## config.mk

```make
export PLATFORM = sky130hd
export DESIGN_NAME = signed_accumulator_flat
export DESIGN_NICKNAME = d
export VERILOG_FILES = /design/src/rtl/signed_accumulator_if.sv /design/src/rtl/signed_accumulator.sv /design/src/flat_wrapper.sv
export SDC_FILE = /design/constraint.sdc
export NUM_CORES = 1
export LEC_CHECK = 0
export CORE_MARGIN = 3
export CORE_UTILIZATION = 50
export CTS_CLUSTER_SIZE = 40
export DETAILED_ROUTE_END_ITERATION = 10
export GPL_TIMING_DRIVEN = 0
export MAX_ROUTING_LAYER = met4
export PLACE_DENSITY = 0.79
export REMOVE_ABC_BUFFERS = 1
export SETUP_SLACK_MARGIN = 0.05
export SLEW_MARGIN = 25
export SYNTH_ARGS = -nofsm -noshare
export SYNTH_HDL_FRONTEND = slang
export SYNTH_SLANG_ARGS = --single-unit
```

## constraint.sdc

```tcl
create_clock -name clk_2 -period 3.06 [get_ports clk_2]
set_input_delay 0.612 -clock clk_2 [delete_from_list [all_inputs] [get_ports clk_2]]
set_output_delay 0.612 -clock clk_2 [all_outputs]
set_load 0.005 [all_outputs]
```

## src/rtl/signed_accumulator_if.sv

```systemverilog
// Request/operand inputs and accumulator status outputs of signed_accumulator.
interface signed_accumulator_if;
  logic [2:0] operand;
  logic       add_req;
  logic       sub_req;
  logic       clr;
  logic [2:0] acc;
  logic       overflow;
  logic       op_done;
  logic [1:0] state;

  modport master (
    output operand, add_req, sub_req, clr,
    input  acc, overflow, op_done, state
  );

  modport slave (
    input  operand, add_req, sub_req, clr,
    output acc, overflow, op_done, state
  );
endinterface

```

## src/rtl/signed_accumulator.sv

```systemverilog
// 3-bit signed accumulator driven by debounced add/sub switches.
// Define SATURATE_EN to clamp overflowing results instead of wrapping.
module signed_accumulator #(
  parameter int unsigned DEBOUNCE_CYCLES = 4
) (
  input logic                 clk_2,
  input logic                 rst_n,
  signed_accumulator_if.slave bus
);

  typedef enum logic [1:0] {
    IDLE = 2'b00,
    EXEC = 2'b01,
    HOLD = 2'b10
  } state_e;

  localparam logic [3:0] DEB_LAST = 4'(DEBOUNCE_CYCLES - 1);

  // Index 0 is the add request, index 1 the sub request.
  logic [1:0] sync1_q, sync2_q;
  logic [1:0] deb_q, deb_d;
  logic [3:0] cnt_q [2];
  logic [3:0] cnt_d [2];

  state_e     state_q, state_d;
  logic       op_sub_q, op_sub_d;
  logic [2:0] acc_q, acc_d;
  logic       overflow_q, overflow_d;
  logic       op_done_q, op_done_d;

  logic [3:0] acc_ext, opnd_ext, result;
  logic       result_ovf;

  always_ff @(posedge clk_2 or negedge rst_n) begin
    if (!rst_n) begin
      sync1_q  <= 2'b00;
      sync2_q  <= 2'b00;
      deb_q    <= 2'b00;
      cnt_q[0] <= 4'd0;
      cnt_q[1] <= 4'd0;
    end else begin
      sync1_q  <= {bus.sub_req, bus.add_req};
      sync2_q  <= sync1_q;
      deb_q    <= deb_d;
      cnt_q[0] <= cnt_d[0];
      cnt_q[1] <= cnt_d[1];
    end
  end

  // Any sample matching the debounced level restarts that channel's count.
  always_comb begin
    deb_d    = deb_q;
    cnt_d[0] = 4'd0;
    cnt_d[1] = 4'd0;
    for (int i = 0; i < 2; i++) begin
      if (sync2_q[i] != deb_q[i]) begin
        if (cnt_q[i] == DEB_LAST) begin
          deb_d[i] = sync2_q[i];
          cnt_d[i] = 4'd0;
        end else begin
          cnt_d[i] = cnt_q[i] + 4'd1;
        end
      end
    end
  end

  always_ff @(posedge clk_2 or negedge rst_n) begin
    if (!rst_n) begin
      state_q  <= IDLE;
      op_sub_q <= 1'b0;
    end else begin
      state_q  <= state_d;
      op_sub_q <= op_sub_d;
    end
  end

  always_comb begin
    state_d  = state_q;
    op_sub_d = op_sub_q;
    if (bus.clr) begin
      state_d = HOLD;
    end else begin
      case (state_q)
        IDLE: begin
          case (deb_q)
            2'b01: begin
              state_d  = EXEC;
              op_sub_d = 1'b0;
            end
            2'b10: begin
              state_d  = EXEC;
              op_sub_d = 1'b1;
            end
            2'b11:   state_d = HOLD;
            default: state_d = IDLE;
          endcase
        end
        EXEC:    state_d = HOLD;
        HOLD:    if (deb_q == 2'b00) state_d = IDLE;
        default: state_d = IDLE;
      endcase
    end
  end

  // A 4-bit sum of two 3-bit signed values never overflows itself, so
  // bits 3 and 2 disagreeing means the result left -4..3.
  always_comb begin
    acc_ext    = {acc_q[2], acc_q};
    opnd_ext   = {bus.operand[2], bus.operand};
    result     = op_sub_q ? (acc_ext - opnd_ext) : (acc_ext + opnd_ext);
    result_ovf = result[3] ^ result[2];

    acc_d      = acc_q;
    overflow_d = overflow_q;
    op_done_d  = 1'b0;
    if (bus.clr) begin
      acc_d      = 3'b000;
      overflow_d = 1'b0;
    end else if (state_q == EXEC) begin
      overflow_d = result_ovf;
      op_done_d  = 1'b1;
`ifdef SATURATE_EN
      if (result_ovf) acc_d = result[3] ? 3'b100 : 3'b011;
      else            acc_d = result[2:0];
`else
      acc_d = result[2:0];
`endif
    end
  end

  always_ff @(posedge clk_2 or negedge rst_n) begin
    if (!rst_n) begin
      acc_q      <= 3'b000;
      overflow_q <= 1'b0;
      op_done_q  <= 1'b0;
    end else begin
      acc_q      <= acc_d;
      overflow_q <= overflow_d;
      op_done_q  <= op_done_d;
    end
  end

  assign bus.acc      = acc_q;
  assign bus.overflow = overflow_q;
  assign bus.op_done  = op_done_q;
  assign bus.state    = state_q;

endmodule
```

## src/flat_wrapper.sv

```systemverilog
// flat-port wrapper written by rule: the top's interface ports become plain ports
module signed_accumulator_flat 
#(
  parameter int unsigned DEBOUNCE_CYCLES = 4
)
  (clk_2, rst_n, bus_operand, bus_add_req, bus_sub_req, bus_clr, bus_acc, bus_overflow, bus_op_done, bus_state);
  signed_accumulator_if bus_i ();
  input logic clk_2;
  input logic rst_n;
  input wire logic [$bits(bus_i.operand)-1:0] bus_operand;
  input wire logic [$bits(bus_i.add_req)-1:0] bus_add_req;
  input wire logic [$bits(bus_i.sub_req)-1:0] bus_sub_req;
  input wire logic [$bits(bus_i.clr)-1:0] bus_clr;
  output wire logic [$bits(bus_i.acc)-1:0] bus_acc;
  output wire logic [$bits(bus_i.overflow)-1:0] bus_overflow;
  output wire logic [$bits(bus_i.op_done)-1:0] bus_op_done;
  output wire logic [$bits(bus_i.state)-1:0] bus_state;
  assign bus_i.operand = bus_operand;
  assign bus_i.add_req = bus_add_req;
  assign bus_i.sub_req = bus_sub_req;
  assign bus_i.clr = bus_clr;
  assign bus_acc = bus_i.acc;
  assign bus_overflow = bus_i.overflow;
  assign bus_op_done = bus_i.op_done;
  assign bus_state = bus_i.state;
  signed_accumulator #(.DEBOUNCE_CYCLES(DEBOUNCE_CYCLES)) u_core (.clk_2(clk_2), .rst_n(rst_n), .bus(bus_i));
endmodule
```

# Word level (Yosys, flattened, before mapping)
# Index checks and enable logic that the tools add are counted.
[classes]
reduce_logical = 8
n_bitwise = 2
muxes = 16
addsub = 4
n_eq_ne = 10
[ops]
columns = ["cell", "n"]
rows = [
  ["$mux 4", 5],
  ["$add 4x1->4 const B", 2],
  ["$eq 4x2->1 const B", 2],
  ["$eq 2x2->1 const B", 3],
  ["$mux 3", 2],
  ["$pmux 2 s3", 1],
  ["$add 3x3->4", 1],
  ["$eq 2x1->1 const B", 2],
  ["$logic_not 2->1", 2],
  ["$mux 1", 4],
  ["$mux 2", 2],
  ["$pmux 2 s2", 1],
  ["$reduce_and 2->1", 2],
  ["$reduce_bool 2->1", 2],
  ["$sub 3x3->4", 1],
  ["$ne 3x2->1 const B", 1],
  ["$reduce_and 3->1", 1],
  ["$ne 1x1->1", 2],
  ["$pmux 1 s2", 1],
  ["$reduce_or 2->1", 1],
  ["$not 1->1", 1],
  ["$xor 1x1->1", 1],
]
[word_totals]
register_bits = 22
inputBits = 8
elab_cells = 51

# Logic depth before layout (Yosys ltp)
# Gate-level depths: netlist of the first run.
[logic_depth]
word_depth = 5
depth_mapped = 10
depth_no_buf = 10

# Least setup slack after synthesis of the first run
# OpenSTA, ideal clock, no wires.
[synth_path]
kind = "input port to flip-flop"
start = "in bus_operand[0]"
end = "reg u_core.overflow_q, in the netlist u_core.bus.overflow"
setup_slack_ps = 734
required_ps = 2973
path_buffers = 0
setup_ps = 87
stages = 8
arrival_time_ps = 2239
path_cell_list = "inv_1 -> ha_1 -> mux2_2 -> fa_1 -> xnor2_1 -> xnor2_1 -> xnor2_1 -> a211oi_2"
[synth_between]
elab_chain_len = 5
[synth_rtl]
columns = ["item", "line", "rtl"]
rows = [
  ["start: declaration", "flat_wrapper.sv:10", "input wire logic [$bits(bus_i.operand)-1:0] bus_operand;"],
  ["$add 3x3->4 / $sub 3x3->4 (equally long branches)", "signed_accumulator.sv:110", "result = op_sub_q ? (acc_ext - opnd_ext) : (acc_ext + opnd_ext);"],
  ["$mux 4 *", "signed_accumulator.sv:110", ""],
  ["$xor 1x1->1 *", "signed_accumulator.sv:111", "result_ovf = result[3] ^ result[2];"],
  ["$mux 1 *", "signed_accumulator.sv:119", "end else if (state_q == EXEC) begin"],
  ["$mux 1 *", "signed_accumulator.sv:116", "if (bus.clr) begin"],
  ["end signal: assignment", "signed_accumulator.sv:138", "overflow_q <= overflow_d;"],
  ["end: declaration", "signed_accumulator.sv:28", "logic overflow_q, overflow_d;"],
]
# Every way passes the cells marked *; elsewhere a longest branch is shown, timed or not. The select of a mux whose other input is x is not followed.
# A chain may end at the register's enable or synchronous reset.

# Worst setup path in the final report of the first run
# Ends and elaborated chain as after synthesis.

==> results of run 1 <==
## cell usage after synthesis (all sizes together)
library cell / count
nor2: 9
nor4b: 1
inv: 7
a21oi: 5
nor3b: 2
nand3b: 2
xor2: 2
or3: 1
o21bai: 1
fa: 1
o21ai: 4
a21o: 1
dfrtp: 22
a211oi: 1
nor2b: 4
xnor2: 7
mux2: 3
nand2: 5
nand2b: 3
ha: 9
nand3: 2
nor3: 3
## worst max-delay path by stage
stage / end / start / slack [ps] / cells after the start
3_5_place_dp: u_core.bus.overflow$_DFFE_PN0P_ / bus_operand[0] / 100 / 9
4_1_cts: u_core.bus.overflow$_DFFE_PN0P_ / bus_operand[0] / 400 / 9
2_1_floorplan: u_core.bus.overflow$_DFFE_PN0P_ / bus_operand[0] / 730 / 8
3_3_place_gp: u_core.bus.overflow$_DFFE_PN0P_ / bus_operand[0] / 120 / 9
5_1_grt: u_core.bus.overflow$_DFFE_PN0P_ / bus_operand[0] / 270 / 9
6_report: u_core.bus.overflow$_DFFE_PN0P_ / bus_operand[0] / 390 / 9
## metal layers
layer / global-route usage / part of all wire
met3: 0.01709 / 0.036
met4: 0.05106 / 0
met2: 0.2417 / 0.50
met5: - / 0
met1: 0.2118 / 0.47
## state kept, by name, indices dropped and copies added (netlist names)
name	cells
u_core.sync2_q	2
u_core.op_sub_q	1
u_core.deb_q	2
u_core.cnt_q	8
u_core.bus.op_done	1
u_core.sync1_q	2
u_core.bus.state	2
u_core.bus.acc	3
u_core.bus.overflow	1
## worst max-delay path: stages
cell and delay (ps):
sky130_fd_sc_hd__clkdlybuf4s50_1 510, sky130_fd_sc_hd__inv_1 60, sky130_fd_sc_hd__ha_1 280, sky130_fd_sc_hd__mux2_2 280, sky130_fd_sc_hd__fa_1 460, sky130_fd_sc_hd__xnor2_1 160
sky130_fd_sc_hd__xnor2_1 190, sky130_fd_sc_hd__xnor2_1 110, sky130_fd_sc_hd__a211oi_2 220
## stage by stage
stage	power, mW	cell area, um2	worst slack (ps)
final	0.8104	1276	394.1
after detailed placement	0.6675	1245	96.06
after global routing	0.8916	1276	272.1
after CTS	0.8250	1281	401.0
after floorplan	0.5753	1071	734.4
after global placement	0.6518	1245	124.5
## power by group
part / total, mW / internal, mW / switching, mW / leakage, nW
Combinational: 0.261 / 0.145 / 0.116 / 0.257
Sequential: 0.399 / 0.343 / 0.0559 / 0.286
Clock: 0.150 / 0.0724 / 0.0773 / 0.0210
Total: 0.810 / 0.561 / 0.250 / 0.564
## kinds of logic after synthesis
kind of cell,Yosys count,synth area share
compound gates,12,0.07126
xor+xnor,9,0.07360
fa+ha+maj,10,0.1238
buf+inv,7,0.02454
flops,22,0.5140
mux,3,0.03154
simple gates,32,0.1612
## cell type report
cell class                 count  area, um2  share of cell area
timing repair buffer          14      135.1              0.1059
multi-input combinational     66      494.2              0.3873
sequential                    22      550.5              0.4314
inverter                       7      26.28             0.02059
clock buffer                   4      36.28             0.02843
tap                           27      33.78             0.02647
==> results.yml, run 1 <==
run_status:
  run_status: "finished clean"
setup_path:
  reg2reg_setup_slack_ps: 980
  critical_path_class: "in2reg"
  worstRegToRegCells: 6
  timing.critical_path.required_ps: 3270
  worst_ep_arrival_time_ps: 2880
  crit_path_end_kind: "register"
  r2r-end: "u_core.bus.overflow$_DFFE_PN0P_"
  crit_path_start_kind: "primary input"
  worst_r2r_startpoint: "u_core.op_sub_q$_DFFE_PN0P_"
  maximum_net_fanout_on_the_critical_path: 3
drt:
  wirelength_um: 1598
  detailedRoute.firstPassIterationCount: 4
  detail_route.drc_violations: 0
  route.detailed.wl_per_inst_um: 11.41
  first_iter_violations: 4
  vias: 683
  remaining_number_of_nets_flagged_by_the_antenna_check_after_routing: 0
  drt-vias-per-instance: 4.879
final_layout:
  layout-area-overhead-vs-synth_pct: 19.16
  fill_cells: 175
  most-common-layout-cells: "sky130_fd_sc_hd__dfrtp_1, sky130_fd_sc_hd__clkdlybuf4s50_1, sky130_fd_sc_hd__nor2_1, sky130_fd_sc_hd__ha_1"
  drive_gt1_frac: 0.09735
  most_common_cell_after_layout_fill_and_taps_aside: "sky130_fd_sc_hd__dfrtp_1"
  final-instance-count-excl-fill: 140
  layout.core_utilization: 0.6375
  nets: 132
  antennaDiodeCount: 0
die:
  core_area_um2: 2002
  io_pins: 15
  die-height_um: 52.28
  initial_core_util: 0.5350
  placementRows: 16
  die_w_um: 52.28
  die-area_um2: 2733
sta:
  setup_repair_after_global_routing_missed_its_margin: "no"
  setup_viol_count_final: 0
  report.final.hold_viol_count: 0
  fin_skew_ps: 5.547
  worst-slew-pin-transition_ps: 462.6
  period_needed_ps: 2666
  tns_ps: 0
  timing.fmax_mhz: 375.1
  final_max_slew_viol_count: 0
  final.hold.worst_slack_ps: 249.4
  period_share: 0.8712
  timing.max_slew.rel_slack: 0.6916
cts:
  clockRootBuffer: "sky130_fd_sc_hd__clkbuf_4"
  post_cts_resized: 0
  cts_sinks: 22
  postCtsSetupBuffers: 0
  hold_fix_buffers_cts: 0
  cts_buffers: 3
  insertion_delay_of_the_later_clocked_pin_in_the_worst_skew_pair_ps: 290
  cts_buffer_depth: 2
  tritoncts: "built"
  cts.htree.levels: 1
  clkTransAtPathRegs_ps: 110
grt:
  overflow_left_after_global_routing: 0
  grt_start_max_net_pins: 23
  all_layer_gr_usage: 0.1550
  vias_in_the_first_global_route: 704
  first_pass_grt_wire_length_um: 3118
  grt_antenna_before_repair: 0
logic_synthesis:
  synth_top_area_frac: 0.5140
  synth-seq-cells: 22
  yosysWarnings: 0
  netlist_instances: 95
  avgSynthCellArea_um2: 11.27
  ranking_of_synthesized_cells_by_area: "sky130_fd_sc_hd__dfrtp_1, sky130_fd_sc_hd__ha_1, sky130_fd_sc_hd__xnor2_1"
  number_of_library_cell_types_mapped_by_synthesis: 23
  seq_area_frac_synth: 0.5140
  syn-cell-area_um2: 1071
  yosys.area.top_type: "sky130_fd_sc_hd__dfrtp_1"
pwr:
  peakVddDrop_mv: 0.4232
  cellPowerDensity_nw_per_um2: 635.0
  cellLeakagePower_nw: 0.5638
run:
  drv_cap: 0
place:
  io_buffers: 14
  dp_cells: 136
  place.gp.congestion: 0.7188
  post-dp-hpwl_um: 1302
hold_path:
  min-delay-path-class: "in2async"
Power figures use the tool's default switching activity.
==> inputs of run 2 (changes only) <==
- ABC_AREA: not set -> 1
==> run 2 against run 1 <==
Against the previous run:
- first-iteration DRC count grew to 4.5 times the previous value
- clock-buffer cell count shrank 1
- maximum frequency grew 8.0%
- synthesized cell count grew 29%
- critical path depth grew 7
- via count grew 23%
- register-to-register slack gained 280 ps
- setup slack gained 200 ps
- combinational power grew 25%
- synthesized area grew 4.1%
==> results.yml, run 2 <==
sta:
  timing.max_slew.rel_slack: 0.6843
  worst-slew-pin-transition_ps: 473.5
  timing.fmax_mhz: 405.2
  final_max_slew_viol_count: 0
  setup_viol_count_final: 0
  setup_repair_after_global_routing_missed_its_margin: "no"
  fin_skew_ps: 7.819
  period_share: 0.8066
  final.setup.worst_slack_ps: 591.8
  final.hold.worst_slack_ps: 232.1
  tns_ps: 0
  report.final.hold_viol_count: 0
  period_needed_ps: 2468
logic_synthesis:
  synth-async-reset-ratio: 1.000
  syn-cell-area_um2: 1115
  number_of_library_cell_types_mapped_by_synthesis: 17
  post-synth-top-count-cell: "sky130_fd_sc_hd__dfrtp_1"
  ranking_of_synthesized_cells_by_area: "sky130_fd_sc_hd__dfrtp_1, sky130_fd_sc_hd__ha_1, sky130_fd_sc_hd__inv_1"
  synth_top_area_frac: 0.4938
  seq_area_frac_synth: 0.4938
  yosysWarnings: 0
  avgSynthCellArea_um2: 9.064
  yosys.area.top_type: "sky130_fd_sc_hd__dfrtp_1"
  synth-seq-cells: 22
  synth-edff-count: 0
  dominantRegCellSynth: "sky130_fd_sc_hd__dfrtp_1"
  top_cells_by_count_synth: "sky130_fd_sc_hd__dfrtp_1, sky130_fd_sc_hd__inv_1, sky130_fd_sc_hd__nand2_1, sky130_fd_sc_hd__nor2_1"
  netlist_instances: 123
pwr:
  cellPowerDensity_nw_per_um2: 715.7
  cellLeakagePower_nw: 0.6935
  peakVddDrop_mv: 0.4290
  p_total_uw: 956.3
final_layout:
  register_area_um2: 550.5
  most_common_cell_after_layout_fill_and_taps_aside: "sky130_fd_sc_hd__dfrtp_1"
  biggest_register: "u_core.cnt_q"
  nets: 160
  drive_gt1_frac: 0.1418
  most-common-layout-cells: "sky130_fd_sc_hd__dfrtp_1, sky130_fd_sc_hd__inv_1, sky130_fd_sc_hd__nand2_1"
  fill_cells: 186
  max_reg_flops: 8
  multi_input_comb_area_um2: 474.2
  layout-area-overhead-vs-synth_pct: 19.87
  antennaDiodeCount: 0
  layout.cell_area.non_filler_um2: 1336
cts:
  insertion_delay_of_the_later_clocked_pin_in_the_worst_skew_pair_ps: 310
  cts_buffer_depth: 2
  postCtsSetupBuffers: 0
  clockRootBuffer: "sky130_fd_sc_hd__clkbuf_4"
  clkTransAtPathRegs_ps: 130
  hold_fix_buffers_cts: 0
  tritoncts: "built"
  cts.htree.levels: 1
  post_cts_resized: 0
  cts_buffers: 3
  cts_sinks: 22
die:
  initial_core_util: 0.5460
  core_area_um2: 2042
  die-area_um2: 2832
  placementRows: 16
  io_pins: 15
  die-height_um: 53.22
  die_w_um: 53.22
place:
  dpl-instance-area_um2: 1289
  io_buffers: 14
  dp_worst_setup_slack_ps: 244.9
  place.gp.congestion: 0.8318
  post-dp-hpwl_um: 1446
hold_path:
  min-delay-path-class: "in2async"
grt:
  overflow_left_after_global_routing: 0
  grt_start_max_net_pins: 23
  grt_antenna_before_repair: 0
  vias_in_the_first_global_route: 758
  all_layer_gr_usage: 0.1659
  first_pass_grt_wire_length_um: 3167
setup_path:
  worst_ep_arrival_time_ps: 2690
  crit_path_cell_trace: "clkdlybuf4s50_1, inv_2, ha_1, inv_1, o21ai_0, fa_1, inv_1, nand2_1, nand2_2, inv_1, nand2_1, nand2_2, inv_2, nand2_2, nand3_1, nand2_1"
  crit_path_start_kind: "primary input"
  crit_path_end_kind: "register"
  max_stage_delay_ps: 510
  critical_path.slowest_cell: "sky130_fd_sc_hd__clkdlybuf4s50_1"
  critical_path_class: "in2reg"
  timing.critical_path.required_ps: 3280
  worstPathBufferInverterCount: 6
  critPathTopFamily: "buffers and inverters"
  maximum_net_fanout_on_the_critical_path: 3
drt:
  remaining_number_of_nets_flagged_by_the_antenna_check_after_routing: 0
  detailedRoute.firstPassIterationCount: 4
  detail_route.drc_violations: 0
  vias: 841
  drt-vias-per-instance: 5.006
  route.detailed.wl_per_inst_um: 11.21
  first_iter_violations: 18
  wirelength_um: 1883
run_status:
  run_status: "finished clean"
run:
  drv_cap: 0
[run 2: cell types whose count changed after synthesis, moves of 4 or more]
cell,delta
sky130_fd_sc_hd__inv_2,+5
sky130_fd_sc_hd__nand3_1,+7
sky130_fd_sc_hd__inv_1,+12
sky130_fd_sc_hd__nor2_1,+4
sky130_fd_sc_hd__nand2_2,+8
sky130_fd_sc_hd__nand2_1,+13
sky130_fd_sc_hd__nor2b_1,-4
[run 2: cell type report]
class	instances	area share
flip-flops and latches	22	0.4120
multi-input cells	77	0.3549
repair buffers	14	0.1011
inverters	24	0.06742
well taps	27	0.02528
clock inverters	1	0.02247
clock buffers	3	0.01685
[run 2: cell families (layout without fill, tap and decap cells)]
| family | count (synthesis) | in the layout | synth area share |
|---|---|---|---|
| adder cells (fa/ha/maj) | 10 | 10 | 0.1190 |
| AO/OA/AOI/OAI | 11 | 11 | 0.05500 |
| XOR/XNOR | 6 | 6 | 0.04714 |
| AND/OR/NAND/NOR | 50 | 50 | 0.2043 |
| flip-flops | 22 | 22 | 0.4938 |
| buffers and inverters | 24 | 42 | 0.08081 |
[run 2: per-stage QoR]
stage,utilization,cells
CTS,0.6569,168
detailed placement,0.6311,164
finish,0.6544,168
global route,0.6544,168
global placement,0.6311,164
floorplan,-,123
[run 2: routing by layer]
metal	track usage	vias to the layer above	routed length (um)
met1	0.1931	390	847
met2	0.2429	27	834
met5	-	-	0
met4	0.1191	0	85
met3	0.04789	9	115
li1	-	415	-
[run 2: worst paths after layout]
path	start	endpoint	slack, ps	cells after the start
max in group asynchronous	rst_n	u_core.cnt_q[6]$_DFF_PN0_	2500	1
min in group clk_2	u_core.sync1_q[1]$_DFF_PN0_	u_core.sync2_q[1]$_DFF_PN0_	370	0
min reg2reg	u_core.sync1_q[1]$_DFF_PN0_	u_core.sync2_q[1]$_DFF_PN0_	370	0
min	rst_n	u_core.op_sub_q$_DFFE_PN0P_	230	1
max reg2reg	u_core.op_sub_q$_DFFE_PN0P_	u_core.bus.overflow$_DFFE_PN0P_	1260	13
max	bus_operand[0]	u_core.bus.overflow$_DFFE_PN0P_	590	16
[run 2: report_power, final]
part	switching, mW	total [mW]	internal (mW)
clock network	0.0895	0.222	0.132
registers	0.0551	0.409	0.354
logic	0.183	0.326	0.143
total	0.327	0.956	0.629
==> inputs of run 3 (changes only) <==
- CORE_UTILIZATION: 50 -> 48
- clock period: 3.06 -> 2.05 ns (I/O delays scaled with it)
==> run 3 against run 2 <==
Against the previous run:
- critical path depth did not move
- register-to-register slack got worse by 980 ps
- clock-buffer cell count did not move
- combinational power rose by 63%
- power rose by 54%
- sequential power rose by 50%
- die area rose by 3.7%
- design area rose by 2.9%
==> results.yml, run 3 (synthesis results as in run 2) <==
setup_path:
  setup.worst_path.end: "u_core.bus.overflow$_DFFE_PN0P_"
  timing.critical_path.required_ps: 2250
  worstSetupStartpoint: "bus_operand[2]"
  crit_path_end_kind: "register"
  worstRegToRegCells: 15
  maximum_net_fanout_on_the_critical_path: 4
  critical_path_class: "in2reg"
  worst_ep_arrival_time_ps: 2110
  crit_path_start_kind: "primary input"
  worst_r2r_startpoint: "u_core.op_sub_q$_DFFE_PN0P_"
  r2r-end: "u_core.bus.overflow$_DFFE_PN0P_"
  reg2reg_setup_slack_ps: 280
sta:
  final.setup.worst_slack_ps: 142.3
  timing.fmax_mhz: 524.2
  final_max_slew_viol_count: 0
  worst-slew-pin-transition_ps: 472.7
  timing.max_slew.rel_slack: 0.6849
  fin_skew_ps: 2.867
  period_share: 0.9306
  setup_repair_after_global_routing_missed_its_margin: "no"
  final.hold.worst_slack_ps: 44.47
  tns_ps: 0
  report.final.hold_viol_count: 0
  setup_viol_count_final: 0
  period_needed_ps: 1908
die:
  initial_core_util: 0.5355
  placementRows: 16
  die_w_um: 54.19
  io_pins: 15
  die-area_um2: 2937
  core_area_um2: 2082
  die-height_um: 54.19
final_layout:
  register_area_um2: 550.5
  layout-area-overhead-vs-synth_pct: 23.34
  most_common_cell_after_layout_fill_and_taps_aside: "sky130_fd_sc_hd__dfrtp_1"
  nets: 162
  max_reg_flops: 8
  fill_cells: 171
  final-instance-count-excl-fill: 170
  multi_input_comb_area_um2: 500.5
  antennaDiodeCount: 0
  biggest_register: "u_core.cnt_q"
  most-common-layout-cells: "sky130_fd_sc_hd__dfrtp_1, sky130_fd_sc_hd__nand2_1, sky130_fd_sc_hd__inv_1"
  drive_gt1_frac: 0.2028
place:
  dp_cells: 164
  io_buffers: 14
  place.gp.congestion: 0.8068
  dp_worst_setup_slack_ps: -580.6
  post-dp-hpwl_um: 1494
drt:
  detail_route.drc_violations: 0
  drt-vias-per-instance: 4.900
  detailedRoute.firstPassIterationCount: 4
  first_iter_violations: 14
  wirelength_um: 1929
  vias: 833
  route.detailed.wl_per_inst_um: 11.35
  remaining_number_of_nets_flagged_by_the_antenna_check_after_routing: 0
pwr:
  cellPowerDensity_nw_per_um2: 1068
  p_total_mw: 1.468
  peakVddDrop_mv: 0.6941
  cellLeakagePower_nw: 0.7053
grt:
  all_layer_gr_usage: 0.1606
  overflow_left_after_global_routing: 0
  first_pass_grt_wire_length_um: 3215
  grt_antenna_before_repair: 0
  vias_in_the_first_global_route: 779
  grt_start_max_net_pins: 23
cts:
  clockRootBuffer: "sky130_fd_sc_hd__clkbuf_4"
  insertion_delay_of_the_later_clocked_pin_in_the_worst_skew_pair_ps: 300
  clkTransAtPathRegs_ps: 120
  cts.htree.levels: 1
  cts_sinks: 22
  cts_buffers: 3
  hold_fix_buffers_cts: 0
  cts_buffer_depth: 2
  tritoncts: "built"
run_status:
  run_status: "finished clean"
run:
  drv_cap: 0
hold_path:
  min-delay-path-class: "in2async"
run 3: metrics by stage:
| step | utilization | cell area, um2 |
|---|---|---|
| after floorplan | - | 1115 |
| after global placement | 0.6190 | 1289 |
| after detailed placement | 0.6190 | 1289 |
| after CTS | 0.6532 | 1360 |
| after global routing | 0.6605 | 1375 |
| final | 0.6605 | 1375 |
run 3: report_power, final:
group	leakage (nW)	internal [mW]	total [mW]	switching, mW
combinational	0.395	0.242	0.531	0.288
sequential	0.282	0.528	0.614	0.0859
clock	0.0279	0.197	0.323	0.126
total	0.705	0.967	1.47	0.500
run 3: how the worst min path moves through the flow:
stage	end	slack, ps	cells after the start
floorplan	u_core.bus.acc[0]$_DFFE_PN0P_	110	0
global placement	u_core.sync2_q[1]$_DFF_PN0_	330	0
detailed placement	u_core.sync2_q[1]$_DFF_PN0_	340	0
CTS	u_core.sync2_q[1]$_DFF_PN0_	370	0
global route	u_core.sync1_q[0]$_DFF_PN0_	60	1
finish	u_core.sync1_q[0]$_DFF_PN0_	40	1
run 3: final cells by class:
type	instances	share of cell area
sequential	22	0.4004
timing repair buffer	16	0.1074
clock buffer	3	0.01638
inverter	24	0.06551
tap	27	0.02457
clock inverter	1	0.02184
multi-input combinational	77	0.3640
run 3: what timing repair did:
action                     CTS  global route
setup endpoints to repair    2             1
gates resized for setup      8             3
buffers inserted             2             0
pin swaps                    2             1
run 3: worst max-delay path, stage by stage:
cell and delay [ps]:
sky130_fd_sc_hd__clkdlybuf4s50_1 480, sky130_fd_sc_hd__inv_1 70, sky130_fd_sc_hd__nand2_2 80, sky130_fd_sc_hd__nand2_2 100, sky130_fd_sc_hd__o21ai_2 200, sky130_fd_sc_hd__ha_4 240
sky130_fd_sc_hd__inv_1 60, sky130_fd_sc_hd__nand2_2 40, sky130_fd_sc_hd__nand2_2 80, sky130_fd_sc_hd__inv_1 40, sky130_fd_sc_hd__nand2_1 70, sky130_fd_sc_hd__nand2_2 50
sky130_fd_sc_hd__inv_2 50, sky130_fd_sc_hd__nand2_2 30, sky130_fd_sc_hd__nand3_1 60, sky130_fd_sc_hd__nand2_1 50
run 3: routing by layer:
metal / GRT usage / share of wire / up-vias
li1: - / - / 418
met1: 0.1858 / 0.44 / 402
met2: 0.2769 / 0.52 / 11
met3: 0.03324 / 0.034 / 2
met4: 0.04979 / 0.0073 / 0
met5: - / 0 / -
